===== config.mk =====
export PLATFORM = sky130hd
export DESIGN_NAME = decoder_scan_seq_flat
export DESIGN_NICKNAME = d
export VERILOG_FILES = /design/src/rtl/decoder_scan_seq_pkg.sv /design/src/rtl/decoder_scan_seq_if.sv /design/src/rtl/decoder_scan_seq_scan_next_sel.sv /design/src/rtl/decoder_scan_seq.sv /design/src/flat_wrapper.sv
export SDC_FILE = /design/constraint.sdc
export NUM_CORES = 1
export LEC_CHECK = 0
export CAP_MARGIN = 20
export CORE_MARGIN = 3
export CORE_UTILIZATION = 50
export DETAILED_ROUTE_END_ITERATION = 7
export GPL_ROUTABILITY_DRIVEN = 0
export PLACE_DENSITY = 0.74
export SYNTH_ARGS = -nofsm -noshare
export SYNTH_HDL_FRONTEND = slang
export SYNTH_SLANG_ARGS = --single-unit

===== constraint.sdc =====
create_clock -name clk -period 4.97 [get_ports clk]
set_clock_uncertainty 0.2 [all_clocks]
set_input_delay 0.7455 -clock clk [delete_from_list [all_inputs] [get_ports clk]]
set_output_delay 0.7455 -clock clk [all_outputs]
set_load 0.05 [all_outputs]

===== src/rtl/decoder_scan_seq_pkg.sv =====
// Shared definitions for the decoder scan sequencer: FSM encodings and channel count.
package decoder_scan_defs;

   localparam int NUM_CH = 16;

   typedef enum logic [1:0] {
      S_IDLE   = 2'd0,
      S_ACTIVE = 2'd1,
      S_BLANK  = 2'd2,
      S_DONE   = 2'd3
   } state_t;

endpackage


===== src/rtl/decoder_scan_seq_if.sv =====
// Control and decoder-facing signals of the scan sequencer, bundled with master/slave views.
interface decoder_scan_if
   import decoder_scan_defs::*;
#(
   parameter int ADDR_W  = 4,
   parameter int DWELL_W = 8
);
   localparam int NCH = 2 ** ADDR_W;

   // start is a level request: it is taken on any edge where the sequencer is in IDLE
   // and stop is low; while busy it is ignored, so no ready/ack is needed.
   logic               start;
   logic               stop;
   logic               mode;
   logic [DWELL_W-1:0] dwell;
   logic [NCH-1:0]     ch_mask;
   logic [ADDR_W-1:0]  addr;
   logic               en;
   logic               busy;
   logic               done;
   logic               wrap;
   state_t             dbg_state;

   modport master (
      output start, stop, mode, dwell, ch_mask,
      input  addr, en, busy, done, wrap, dbg_state
   );

   modport slave (
      input  start, stop, mode, dwell, ch_mask,
      output addr, en, busy, done, wrap, dbg_state
   );

endinterface


===== src/rtl/decoder_scan_seq_scan_next_sel.sv =====
// Picks the next set mask bit strictly above cur; when none exists nxt is the lowest set bit.
module scan_next_sel #(
   parameter int ADDR_W = 4
) (
   input  logic [2**ADDR_W-1:0] mask,
   input  logic [ADDR_W-1:0]    cur,
   output logic [ADDR_W-1:0]    nxt,
   output logic                 found_above,
   output logic                 any_set
);
   localparam int NCH = 2 ** ADDR_W;

   logic [ADDR_W-1:0] lowest;
   logic [ADDR_W-1:0] above;

   // Descending scans so the last hit is the lowest qualifying index.
   always_comb begin
      lowest      = '0;
      above       = '0;
      found_above = 1'b0;
      any_set     = |mask;
      for (int i = NCH - 1; i >= 0; i--) begin
         if (mask[i]) begin
            lowest = ADDR_W'(i);
            if (i > int'(cur)) begin
               above       = ADDR_W'(i);
               found_above = 1'b1;
            end
         end
      end
      nxt = found_above ? above : lowest;
   end

endmodule


===== src/rtl/decoder_scan_seq.sv =====
// Address/enable sequencer stepping a 4-to-16 decoder over masked channels with dwell and blanking.
module decoder_scan_seq
   import decoder_scan_defs::*;
#(
   parameter int ADDR_W  = 4,
   parameter int DWELL_W = 8
) (
   input  logic           clk,
   input  logic           rst,
   decoder_scan_if.slave  bus
);
   localparam int NCH = 2 ** ADDR_W;

   state_t             state;
   logic [NCH-1:0]     mask_q;
   logic               mode_q;
   logic [DWELL_W-1:0] dwell_eff_q;
   logic [DWELL_W-1:0] cnt;
   logic               last_q;
   logic [ADDR_W-1:0]  addr_q;
   logic               en_q;
   logic               busy_q;
   logic               done_q;
   logic               wrap_q;

   logic [NCH-1:0]     sel_mask;
   logic [ADDR_W-1:0]  sel_cur;
   logic [ADDR_W-1:0]  nxt;
   logic               found_above;
   logic               any_set;
   logic [DWELL_W-1:0] dwell_eff_in;

   // In IDLE, searching from the top index makes nxt fall back to the lowest set bit.
   assign sel_mask     = (state == S_IDLE) ? bus.ch_mask : mask_q;
   assign sel_cur      = (state == S_IDLE) ? '1 : addr_q;
   assign dwell_eff_in = (bus.dwell == '0) ? DWELL_W'(1) : bus.dwell;

   scan_next_sel #(.ADDR_W(ADDR_W)) u_next_sel (
      .mask        (sel_mask),
      .cur         (sel_cur),
      .nxt         (nxt),
      .found_above (found_above),
      .any_set     (any_set)
   );

   always_ff @(posedge clk) begin
      if (rst) begin
         state       <= S_IDLE;
         mask_q      <= '0;
         mode_q      <= 1'b0;
         dwell_eff_q <= DWELL_W'(1);
         cnt         <= '0;
         last_q      <= 1'b0;
         addr_q      <= '0;
         en_q        <= 1'b0;
         busy_q      <= 1'b0;
         done_q      <= 1'b0;
         wrap_q      <= 1'b0;
      end else begin
         done_q <= 1'b0;
         wrap_q <= 1'b0;
         case (state)
            S_IDLE: begin
               if (bus.start && !bus.stop) begin
                  mask_q      <= bus.ch_mask;
                  mode_q      <= bus.mode;
                  dwell_eff_q <= dwell_eff_in;
                  last_q      <= 1'b0;
                  if (!any_set) begin
                     state  <= S_DONE;
                     done_q <= 1'b1;
                  end else begin
                     state  <= S_ACTIVE;
                     addr_q <= nxt;
                     en_q   <= 1'b1;
                     busy_q <= 1'b1;
                     cnt    <= DWELL_W'(1);
                  end
               end
            end
            S_ACTIVE: begin
               if (bus.stop) begin
                  state  <= S_IDLE;
                  en_q   <= 1'b0;
                  busy_q <= 1'b0;
                  cnt    <= '0;
               end else if (cnt == dwell_eff_q) begin
                  // Address moves together with en falling, never while en is high.
                  state <= S_BLANK;
                  en_q  <= 1'b0;
                  cnt   <= '0;
                  if (found_above) begin
                     addr_q <= nxt;
                  end else if (mode_q) begin
                     addr_q <= nxt;
                     wrap_q <= 1'b1;
                  end else begin
                     last_q <= 1'b1;
                  end
               end else begin
                  cnt <= cnt + DWELL_W'(1);
               end
            end
            S_BLANK: begin
               if (bus.stop) begin
                  state  <= S_IDLE;
                  busy_q <= 1'b0;
               end else if (last_q) begin
                  state  <= S_DONE;
                  busy_q <= 1'b0;
                  done_q <= 1'b1;
               end else begin
                  state <= S_ACTIVE;
                  en_q  <= 1'b1;
                  cnt   <= DWELL_W'(1);
               end
            end
            default: begin
               state <= S_IDLE;
            end
         endcase
      end
   end

   assign bus.addr      = addr_q;
   assign bus.en        = en_q;
   assign bus.busy      = busy_q;
   assign bus.done      = done_q;
   assign bus.wrap      = wrap_q;
   assign bus.dbg_state = state;

   a_en_on_masked: assert property (@(posedge clk) disable iff (rst) en_q |-> mask_q[addr_q]);

endmodule

===== src/flat_wrapper.sv =====
// flat-port wrapper written by rule: the top's interface ports become plain ports
module decoder_scan_seq_flat import decoder_scan_defs::*;
#(
   parameter int ADDR_W  = 4,
   parameter int DWELL_W = 8
)
  (clk, rst, bus_start, bus_stop, bus_mode, bus_dwell, bus_ch_mask, bus_addr, bus_en, bus_busy, bus_done, bus_wrap, bus_dbg_state);
  decoder_scan_if #(.ADDR_W(ADDR_W), .DWELL_W(DWELL_W)) bus_i ();
  input  logic clk;
  input  logic rst;
  input wire logic [$bits(bus_i.start)-1:0] bus_start;
  input wire logic [$bits(bus_i.stop)-1:0] bus_stop;
  input wire logic [$bits(bus_i.mode)-1:0] bus_mode;
  input wire logic [$bits(bus_i.dwell)-1:0] bus_dwell;
  input wire logic [$bits(bus_i.ch_mask)-1:0] bus_ch_mask;
  output wire logic [$bits(bus_i.addr)-1:0] bus_addr;
  output wire logic [$bits(bus_i.en)-1:0] bus_en;
  output wire logic [$bits(bus_i.busy)-1:0] bus_busy;
  output wire logic [$bits(bus_i.done)-1:0] bus_done;
  output wire logic [$bits(bus_i.wrap)-1:0] bus_wrap;
  output wire logic [$bits(bus_i.dbg_state)-1:0] bus_dbg_state;
  assign bus_i.start = bus_start;
  assign bus_i.stop = bus_stop;
  assign bus_i.mode = bus_mode;
  assign bus_i.dwell = bus_dwell;
  assign bus_i.ch_mask = bus_ch_mask;
  assign bus_addr = bus_i.addr;
  assign bus_en = bus_i.en;
  assign bus_busy = bus_i.busy;
  assign bus_done = bus_i.done;
  assign bus_wrap = bus_i.wrap;
  assign bus_dbg_state = bus_i.dbg_state;
  decoder_scan_seq #(.ADDR_W(ADDR_W), .DWELL_W(DWELL_W)) u_core (.clk(clk), .rst(rst), .bus(bus_i));
endmodule

* After elaboration in Yosys (flattened, before gate mapping)
Index checks and enable logic that the tools add are counted.
Storage, ports and cells: word-level logic and storage cells 183, output and inout port bits 10, input port bits 29, register bits 44
Operators by class: order comparisons 15, equality and inequality tests 15, reductions and logical operators 15, mux-type cells 124, add/sub/neg operators 1, bitwise logic cells 2
Operator list (number):
- $mux 4 | 54
- $mux 8 | 7
- $mux 1 | 49
- $gt 4x4->1 const A | 8
- $pmux 8 s3 | 1
- $reduce_and 6->1 | 3
- $gt 3x4->1 const A | 4
- $mux 16 | 1
- $reduce_or 16->1 | 1
- $ne 2x2->1 const B | 7
- $mux 2 | 6
- $reduce_and 5->1 | 2
- $add 8x1->8 const B | 1
- $eq 8x8->1 | 1
- $gt 2x4->1 const A | 2
- $logic_not 8->1 | 1
- $pmux 4 s2 | 1
- $ne 3x2->1 const B | 2
- $pmux 1 s3 | 2
- $pmux 2 s3 | 1
- $reduce_or 5->1 | 1
- $gt 1x4->1 const A | 1
- $ne 2x1->1 const B | 2
- $pmux 1 s2 | 2
- other kinds (10) | 12

* Logic depth before layout (Yosys ltp)
depth after elaboration 39, mapped depth 10, depth with buffers taken out 8

* Modules after synthesis
From an unflattened synthesis, not the netlist that was laid out.
Unflattened totals: cells, all modules 358, area, all modules 2780.2 um^2
By module, submodules not included:
- decoder_scan_seq | cells an instance 260, area each 2184.6 um^2, sequential area each 880.8 um^2, instances 1
- scan_next_sel | cells an instance 98, area each 595.6 um^2, sequential area each 0.0 um^2, instances 1

* Worst setup path before layout
OpenSTA, ideal clock, no wires.
path type register -> register, start register u_core.state[0] (netlist: u_core.bus.dbg_state[0]), end register u_core.addr_q[1] (netlist: u_core.bus.addr[1]), library setup time 0.091 ns, path slack 2.073 ns, arrival time 2.606 ns, period minus slack after synthesis 2.897 ns, required time 4.679 ns, stages on the path, launching flop included 10, buffers on the path 1, path through dfxtp_1 > inv_1 > ha_1 > buf_2 > mux2_1 > a211o_1 > a21oi_2 > nor3b_2 > o211ai_1 > a311oi_1
Between the ends: longest elaborated chain between the ends 39, elaborated cells between the ends (all ways) 111, those cells by class 15 x order compare; 6 x eq/ne; 86 x mux; 4 x reduce/logical
RTL lines:
- from (decl) | RTL line decoder_scan_seq.sv:14 | state_t state;
- from (signal assigned) | RTL line decoder_scan_seq.sv:48 | state <= S_IDLE;
- from (signal assigned) | RTL line decoder_scan_seq.sv:70 | state <= S_DONE;
- from (signal assigned) | RTL line decoder_scan_seq.sv:73 | state <= S_ACTIVE;
- $logic_not 2->1 | RTL line decoder_scan_seq.sv:34, decoder_scan_seq.sv:35, decoder_scan_seq.sv:62
- $mux 4 | RTL line decoder_scan_seq.sv:35 | assign sel_cur = (state == S_IDLE) ? '1 : addr_q;
- $gt 4x4->1 | RTL line decoder_scan_seq_scan_next_sel.sv:25 | if (i > int'(cur)) begin
- $mux 4 / $mux 1 (equally long branches) | RTL line decoder_scan_seq_scan_next_sel.sv:25
- $mux 4 / $mux 1 (equally long branches) | RTL line decoder_scan_seq_scan_next_sel.sv:23 | if (mask[i]) begin
- $mux 4 / $mux 1 (equally long branches) | RTL line decoder_scan_seq_scan_next_sel.sv:25
- $mux 4 / $mux 1 (equally long branches) | RTL line decoder_scan_seq_scan_next_sel.sv:23
- $mux 4 / $mux 1 (equally long branches) | RTL line decoder_scan_seq_scan_next_sel.sv:25
- [... 23 more ...]
- $mux 4 / $mux 1 (equally long branches) | RTL line decoder_scan_seq_scan_next_sel.sv:25
- $mux 4 / $mux 1 (equally long branches) | RTL line decoder_scan_seq_scan_next_sel.sv:23
- $mux 4 | RTL line decoder_scan_seq_scan_next_sel.sv:31 | nxt = found_above ? above : lowest;
- $mux 4 | RTL line decoder_scan_seq.sv:94 | end else if (mode_q) begin
- $mux 4 | RTL line decoder_scan_seq.sv:92 | if (found_above) begin
- $mux 4 | RTL line decoder_scan_seq.sv:87 | end else if (cnt == dwell_eff_q) begin
- $mux 4 | RTL line decoder_scan_seq.sv:82 | if (bus.stop) begin
- $pmux 4 s2 | RTL line decoder_scan_seq.sv:62 | case (state)
- to (signal assigned) | RTL line decoder_scan_seq.sv:74 | addr_q <= nxt;
- to (signal assigned) | RTL line decoder_scan_seq.sv:93 | addr_q <= nxt;
- to (signal assigned) | RTL line decoder_scan_seq.sv:95 | addr_q <= nxt;
- to (decl) | RTL line decoder_scan_seq.sv:20 | logic [ADDR_W-1:0] addr_q;
Several ways; a longest one is shown, not always the timed one. The select of a mux whose other input is x is not followed. A chain may end at the register's enable or synchronous reset.

* Worst setup path after layout
Same ends and word-level chain as after synthesis.

==> metrics.txt <==
reg2reg start u_core.bus.dbg_state[0]$_SDFFE_PP0P_; CP Max Fanout 31; grt met3 use under 10%; final period utilization 64.0%; EDFF count, synth 0; critical path type reg2reg; Area growth syn-to-layout 18.3%; Worst Hold Launch u_core.dwell_eff_q[7]$_SDFFE_PP0P_; TritonCTS Sinks 44; met2 Use GR ~36%; Switch Pwr 0.541 mW; Crit path required time around 5.0 ns; core area around 5600 um2; Crit. End Element flop; setup-violating endpoint count in the final report 0; DR WL/cell ~15 um; Peak VDD IR roughly 0.26 mV; Setup Fix Bufs, Post-CTS 0; Die H 82.3 um; Detailed Place HPWL roughly 5400 um; Synth Area per Inst approximately 7.6 um2; crit path from u_core.bus.dbg_state[0]$_SDFFE_PP0P_; Top FF cell, synth dfxtp_1; cts hold-fix bufs 0; input/output buffers 38; share of cells above drive strength 1 under 10%; CTS clk-pin slew, worst paths around 0.090 ns; Power Density ~380 nW/um2; PostCTS Resize Cnt 0; num rows 27; outcome completed; CTS buffer count 5; final wirelength about 7400 um; Final Slew Violations 0; CTS tree yes; Initial Util 52.3%; crit path DAT 3.20 ns; top cell type's share of synthesized area a little under a third; number of global-route vias before repair between 2000 and 2500; Tmin final 3.18 ns; ys async rst share 0%; GR peak layer met2; largest net degree at the start of global routing 39; first-pass GRT wire length ~12000 um; nets 445; internal power roughly 0.77 mW; cell taking the most area after synthesis dfxtp_1; IO Pins 39; fillers around 500; Synth area leaders dfxtp_1 30%, nand2_1 8.0%, a21oi_1 7.7%; placed insts ~480; DR DRC count 0; H-tree depth 2; Yosys reg bits 44; Clk pwr share between 20% and 30%; Cells after Synth about 380; highest clock rate between 300 and 400 MHz; Final Non-Filler Cells around 480; Final ANT Viol Nets 0; CTS max path bufs 2; vias 2857; Initial DRC Count 183; TNS Setup 0 ns; max_cap viols 0; initial antenna violation count 0; slew margin rel. between 50 and 60%; Final Power 1.31 mW; Logic pwr share 44.0%; grt ovf 0; Pleak ~1.3 nW; register area share after synthesis between 30 and 40%; All-Layer GR Usage between 20% and 30%; Hold/Removal Path Class reg2reg; post-synthesis cell area between 2000 and 3000 um2; Die ar. 6780 um2; final hold violations 0; RSZ-0062 raised after global routing no; worst-skew pair later-pin latency 0.30 ns; first drt pass iteration count 5; Flop pwr share 34.3%; met1 usage in global routing a little under a third; ant diodes 0; startpoint class of the critical path flop; Worst-Margin Slew 0.723 ns; Root Driver clkbuf_8; post-synth net total between 400 and 500; Via density roughly 6; Yosys Warn Count 0; Distinct cells, synth a little over 60; Die W slightly above 80 um; sw frac about two fifths
cell usage in the layout (no fill, tap or decap), types with 7 or more instances in the layout:
cell             instances
inv_1                   11
nor2b_1                 12
nand2b_1                 8
a21oi_1                 45
a211oi_1                 9
dfxtp_1                 44
clkdlybuf4s50_1         38
o21ai_0                 11
nor2_1                  26
xor2_1                   8
a21o_1                   7
nand2_1                 62
nor3_1                  14
logic make-up after synthesis:
logic type                 Yosys count  share of synthesized area [%]
AOI/OAI and AO/OA                  121                           29.3
xor gates and xnor gates            13                           3.91
adders and majority gates            5                           2.15
buffers and inverters               32                           4.68
DFF                                 44                           30.2
muxes                                5                           1.76
and+or+nand+nor                    162                           28.0
state kept, by name, summed over array words and instances, names as in the netlist:
register,flops
u_core.cnt,8
u_core.bus.wrap,1
u_core.bus.dbg_state,2
u_core.mask_q,16
u_core.bus.addr,4
u_core.last_q,1
u_core.dwell_eff_q,8
u_core.bus.done,1
u_core.bus.en,1
u_core.mode_q,1
u_core.bus.busy,1
final cells by class:
cell class                      instances  area, um2  share of cell area, %
Tap cell                               72       90.1                   2.62
Clock buffer                            5       68.8                   2.00
Timing Repair Buffer                   42        418                   12.1
Inverter                               12       45.0                   1.31
Sequential cell                        44        881                   25.6
Multi-Input combinational cell        306       1900                   55.0
Clock inverter                          3       46.3                   1.34
routing by layer:
layer,routed length (um),share of wire (%)
met5,0,0
met4,119,1.6
met3,395,5.3
met2,3430,46
met1,3470,47
power groups by stage:
stage	combinational, mW	sequential (mW)	clock [mW]
3_5_place_dp	0.562	0.457	0
5_1_grt	0.632	0.457	0.303
3_3_place_gp	0.559	0.456	0
2_1_floorplan	0.395	0.480	0
4_1_cts	0.565	0.449	0.290
6_report	0.578	0.451	0.284
worst max-delay path, cell delays in order, from the launching register on:
cell and delay (ns):
dfxtp_1 0.41, inv_1 0.09, ha_1 0.29, buf_8 0.20, buf_4 0.22, nor3_1 0.24
o22ai_2 0.16, nor4_4 0.64, a2111oi_4 0.21, and2_1 0.24, a311oi_1 0.20
final timing paths:
kind	depth (start not counted)	endpoint	slack (ns)
setup / recovery	10	u_core.bus.addr[1]$_SDFFE_PP0P_	1.79
setup reg to reg	10	u_core.bus.addr[1]$_SDFFE_PP0P_	1.79
hold / removal	2	u_core.dwell_eff_q[7]$_SDFFE_PP0P_	0.27
hold reg to reg	2	u_core.dwell_eff_q[7]$_SDFFE_PP0P_	0.27
through the flow:
stage | cell area, um2 | hold slack [ns] | setup slack (ns) | utilization (%)
2_1_floorplan | 2910 | 0.248 | 2.07 | -
3_3_place_gp | 3310 | 0.259 | 1.50 | 59.5
3_5_place_dp | 3310 | 0.262 | 1.44 | 59.5
4_1_cts | 3430 | 0.275 | 1.38 | 61.5
5_1_grt | 3440 | 0.298 | 1.48 | 61.8
6_report | 3440 | 0.272 | 1.79 | 61.8
synthesized netlist by cell type, types with 3 or more instances:
library cell and n:
a2111oi_0 3, a211o_1 3, a211oi_1 9, a21o_1 7
a21oi_1 45, a311oi_1 4, and2_1 3, and3_1 3
buf_2 4, clkbuf_1 14, dfxtp_1 44, ha_1 5
inv_1 11, mux2i_1 4, nand2_1 62, nand2b_1 8
nand3_1 5, nor2_1 26, nor2b_1 12, nor3_1 14
nor3b_1 5, nor4_1 5, o211ai_1 4, o21ai_0 11
o21bai_1 3, o22ai_1 3, or2_2 5, or3_1 3
xnor2_1 5, xor2_1 8
No activity file was read; power rests on OpenSTA's default activity.
